File: src/rtl/add_share_ctrl.sv
// Round-robin front end for one shared combinational adder: grants one requester,
// launches its operands, waits SETTLE cycles, then returns the captured sum.
module add_share_ctrl #(
    parameter int NREQ   = 4,
    parameter int WIDTH  = 16,
    parameter int SETTLE = 3
) (
    input  logic                       clk,
    input  logic                       rst,
    input  logic [NREQ-1:0]            req_valid,
    output logic [NREQ-1:0]            req_ready,
    input  logic [NREQ*WIDTH-1:0]      req_a,
    input  logic [NREQ*WIDTH-1:0]      req_b,
    output logic [WIDTH-1:0]           add_a,
    output logic [WIDTH-1:0]           add_b,
    input  logic [WIDTH-1:0]           add_o,
    output logic                       rsp_valid,
    input  logic                       rsp_ready,
    output logic [WIDTH-1:0]           rsp_data,
    output logic [$clog2(NREQ)-1:0]    rsp_id,
    output logic                       busy
);

    localparam int ID_W  = $clog2(NREQ);
    localparam int CNT_W = (SETTLE > 1) ? $clog2(SETTLE) : 1;

    typedef enum logic [1:0] {IDLE, WAIT, RESP} state_t;

    state_t            state_q, state_d;
    logic [ID_W-1:0]   ptr_q, ptr_d;
    logic [CNT_W-1:0]  cnt_q, cnt_d;
    logic [WIDTH-1:0]  add_a_q, add_a_d;
    logic [WIDTH-1:0]  add_b_q, add_b_d;
    logic [WIDTH-1:0]  rsp_data_q, rsp_data_d;
    logic [ID_W-1:0]   rsp_id_q, rsp_id_d;
    logic              rsp_valid_q, rsp_valid_d;
    logic [ID_W-1:0]   grant;
    logic              found;

    function automatic logic [ID_W-1:0] rr_idx(input logic [ID_W-1:0] p, input int k);
        rr_idx = ID_W'((int'(p) + k) % NREQ);
    endfunction

    // Scan downward so the requester closest to ptr is the last (winning) assignment.
    always_comb begin
        grant = '0;
        found = 1'b0;
        for (int k = NREQ - 1; k >= 0; k--) begin
            if (req_valid[rr_idx(ptr_q, k)]) begin
                grant = rr_idx(ptr_q, k);
                found = 1'b1;
            end
        end
    end

    always_comb begin
        state_d     = state_q;
        ptr_d       = ptr_q;
        cnt_d       = cnt_q;
        add_a_d     = add_a_q;
        add_b_d     = add_b_q;
        rsp_data_d  = rsp_data_q;
        rsp_id_d    = rsp_id_q;
        rsp_valid_d = rsp_valid_q;
        req_ready   = '0;
        case (state_q)
            IDLE: begin
                if (found) begin
                    req_ready[grant] = 1'b1;
                    for (int i = 0; i < NREQ; i++) begin
                        if (grant == ID_W'(i)) begin
                            add_a_d = req_a[i*WIDTH +: WIDTH];
                            add_b_d = req_b[i*WIDTH +: WIDTH];
                        end
                    end
                    rsp_id_d = grant;
                    ptr_d    = (grant == ID_W'(NREQ - 1)) ? '0 : grant + 1'b1;
                    cnt_d    = CNT_W'(SETTLE - 1);
                    state_d  = WAIT;
                end
            end
            WAIT: begin
                if (cnt_q == '0) begin
                    rsp_data_d  = add_o;
                    rsp_valid_d = 1'b1;
                    state_d     = RESP;
                end else begin
                    cnt_d = cnt_q - 1'b1;
                end
            end
            RESP: begin
                if (rsp_ready) begin
                    rsp_valid_d = 1'b0;
                    state_d     = IDLE;
                end
            end
            default: state_d = IDLE;
        endcase
    end

    always_ff @(posedge clk or posedge rst) begin
        if (rst) begin
            state_q     <= IDLE;
            ptr_q       <= '0;
            cnt_q       <= '0;
            add_a_q     <= '0;
            add_b_q     <= '0;
            rsp_data_q  <= '0;
            rsp_id_q    <= '0;
            rsp_valid_q <= 1'b0;
        end else begin
            state_q     <= state_d;
            ptr_q       <= ptr_d;
            cnt_q       <= cnt_d;
            add_a_q     <= add_a_d;
            add_b_q     <= add_b_d;
            rsp_data_q  <= rsp_data_d;
            rsp_id_q    <= rsp_id_d;
            rsp_valid_q <= rsp_valid_d;
        end
    end

    assign add_a     = add_a_q;
    assign add_b     = add_b_q;
    assign rsp_data  = rsp_data_q;
    assign rsp_id    = rsp_id_q;
    assign rsp_valid = rsp_valid_q;
    assign busy      = (state_q != IDLE);

endmodule

File: config.mk
export PLATFORM = sky130hd
export DESIGN_NAME = add_share_ctrl
export DESIGN_NICKNAME = d
export VERILOG_FILES = /design/src/rtl/add_share_ctrl.sv
export SDC_FILE = /design/constraint.sdc
export NUM_CORES = 1
export LEC_CHECK = 0
export BUFFER_PORTS_ARGS = -buffer_cell sky130_fd_sc_hd__buf_2
export CAP_MARGIN = 10
export CORE_ASPECT_RATIO = 0.9
export CORE_MARGIN = 4
export CORE_UTILIZATION = 46
export CTS_CLUSTER_DIAMETER = 80
export DETAILED_ROUTE_END_ITERATION = 8
export PLACE_DENSITY = 0.95
export SKIP_LAST_GASP = 1
export SYNTH_ARGS = -nofsm -noshare
export SYNTH_HDL_FRONTEND = slang
export SYNTH_SLANG_ARGS = --single-unit
File: constraint.sdc
create_clock -name clk -period 4.8 [get_ports clk]
set_input_delay 0.72 -clock clk [delete_from_list [all_inputs] [get_ports clk]]
set_output_delay 0.72 -clock clk [all_outputs]
set_load 0.05 [all_outputs]
==> impl_metrics.toml <==
[sta]
tightest_slew_ns = 0.805
fin_crit_sh_pct = 66.6
rsz0062_at_grt = "no"
slew-limit-headroom_pct = 46.2
final_max_slew_viol_count = 0
period_needed_ns = 3.20
max_freq_mhz = 313
setup_viol_count_final = 0
fin_skew_ns = 0.0103
setup_tns_ns = 0
final_hold_viol_count = 0

[worst_setup_path]
critPathRequiredTime_ns = 4.08
crit_path_end_kind = "output port"
crit_path_start_kind = "primary input"
reg2reg_from = "ptr_q[1]$_DFFE_PP0P_"
worst_r2r_path_depth = 8
rr_endpoint = "add_b[2]$_DFFE_PP0P_"
worstPathMaxFanout = 16
worstSetupPathType = "primary input to output port"
r2r_slack_ns = 2.10
startpoint = "req_valid[2]"
cp.arrival_ns = 2.48

[die]
die_w_um = 95.1
io_pins = 207
die_area_um2 = 8210
die_height_um = 86.4
num_rows = 28
coreArea_um2 = 6620
start_util_pct = 47.4

[power]
powerDensity_nw_per_um2 = 809
peakVddDrop_v = 0.000530
leakage_nw = 2.17

[routing]
final_antenna_net_count = 0
dr.pass1.iters = 4
routed_via_density = 5.35
vias = 3097
route.detailed.drc = 0
first_iter_violations = 51
routed_wl_mm = 9.78
wl_per_cell_um = 16.9

[clocking]
post_cts_buffers = 0
clockBufferDepth = 2
cts_resized = 0
cts_tree = "built"
insertion_delay_ns = 0.33
clkTransAtPathRegs_ns = 0.07
clkSinkCount = 57
cts-hold-fix-buffers = 0
cts_root_buf = "clkbuf_8"
numCtsBuffers = 9
cts-htree-levels = 3

[placed_design]
port_buffers = 206
post_dp_cell_area_um2 = 4230
gp_congestion = 0.754
placed_cells = 562
dp_hpwl_mm = 7.66

[logic_synthesis]
synth_area_um2 = 3140
synth.area.top_cells = "dfrtp_1 45%, mux2_2 18%, mux2i_1 10%, o22ai_1 6.2%, a21oi_1 5.7%"
synth_cell_type_count = 32
synth_warnings = 0
synth_nets = 434
postSynthCellCount = 278
yosys_register_bits = 57
syn_area_per_cell_um2 = 11.3
seq_area_frac_synth_pct = 45.4
synth_top_area_cell = "dfrtp_1"
synth_top_area_share_pct = 45.4

[layout]
design_area_um2 = 4470
final_common_cell = "buf_2"
final_util_pct = 67.4
finalNonFillerCells = 579
fillers = 501
nNetsFinal = 639
drive_gt1_share_pct = 58.4
layout_common_cells = "206 x buf_2, 57 x dfrtp_1, 49 x mux2_2"
area_growth_pct = 42.2

[job]
max_cap_violations = 0

[global_routing]
grt_antenna_before_repair = 1
grt_pass1_vias = 3282
gr-usage-all-layers_pct = 23.7
grt_max_degree = 58
grt_overflow_total = 0
grt_pass1_wl_mm = 15.0

[min_path]
hold_path_end = "cnt_q[1]$_DFFE_PP0P_"
hp-start = "cnt_q[1]$_DFFE_PP0P_"
hold_depth = 1
hold_class = "flop to flop"

[run_status]
status = "finished clean"
## where the power goes
group	leakage (nW)	total, W	switching, W	internal (W)
clock	0.105	0.000503	0.000196	0.000307
sequential	0.655	0.000874	0.000141	0.000733
combinational	1.41	0.00224	0.00149	0.000751
## metal layers
| layer | global-route usage, % | vias up | share of wire (%) |
|---|---|---|---|
| met5 | 0 | - | 0 |
| met4 | 10.7 | 0 | 2.8 |
| met3 | 8.25 | 26 | 9.7 |
| met2 | 42.4 | 167 | 52 |
| met1 | 24.8 | 1465 | 36 |
| li1 | - | 1439 | - |
## worst max-delay path, cell delays in order
cell	delay, ns
buf_2	0.13
nor2b_1	0.14
nor3_1	0.18
a21oi_1	0.10
nor2_1	0.19
ha_2	0.54
and2_1	0.20
buf_2	0.27
## Yosys cell counts (all sizes together)
cell type / n
o21ai: 6
a21oi: 36
mux2i: 32
a221oi: 1
nand3: 1
ha: 5
nor3: 4
or2: 2
nand3b: 1
inv: 9
a21o: 1
a2bb2oi: 1
nor2b: 3
mux2: 50
o21a: 1
nand2: 4
dfrtp: 57
clkbuf: 8
nor4: 2
o22a: 1
o22ai: 31
and2: 3
buf: 10
or4b: 1
nor3b: 1
nand2b: 1
nor2: 6
## sequential cells by signal, indices dropped and copies added, names as in the netlist
signal     flops
add_a         16
add_b         16
cnt_q          2
ptr_q          2
rsp_data      16
rsp_id         2
rsp_valid      1
state_q        2
## cell families (layout without fill, tap and decap cells)
logic type               count (synthesis)  in the layout  share of synthesized area [%]
other                                    0              1                              0
adder cells (fa/ha/maj)                  5              5                           1.99
buffers and inverters                   27            237                           4.22
AO/OA/AOI/OAI                           78             78                           14.2
flip-flops                              57             57                           45.4
multiplexers                            82             82                           28.1
AND/OR/NAND/NOR                         29             29                           6.02
## cell type report
cell class                      count  area, um2  share of cell area, %
Clock buffer                       10        138                   3.08
Timing Repair Buffer              212       1080                   24.1
Sequential cell                    57       1430                   31.9
Multi-Input combinational cell    194       1590                   35.5
Clock inverter                      6       91.3                   2.05
Inverter                            9       33.8                  0.757
Tap cell                           90        113                   2.52
Antenna cell                        1       2.50                 0.0560
## worst max path at each step
| stage | slack, ns | to |
|---|---|---|
| after floorplan | 1.20 | req_ready[3] |
| after detailed placement | 1.56 | add_a[6]$_DFFE_PP0P_ |
| after global placement | 1.67 | req_ready[1] |
| after global routing | 1.47 | req_ready[3] |
| final | 1.60 | req_ready[1] |
| after CTS | 1.57 | req_ready[1] |
## through the flow
step	setup slack, ns	power, W	hold slack (ns)
floorplan	1.20	0.00260	0.464
global placement	1.67	0.00304	0.470
detailed placement	1.56	0.00313	0.480
CTS	1.57	0.00364	0.497
global route	1.47	0.00383	0.528
finish	1.60	0.00361	0.494
(Power assumes the default switching activity.)
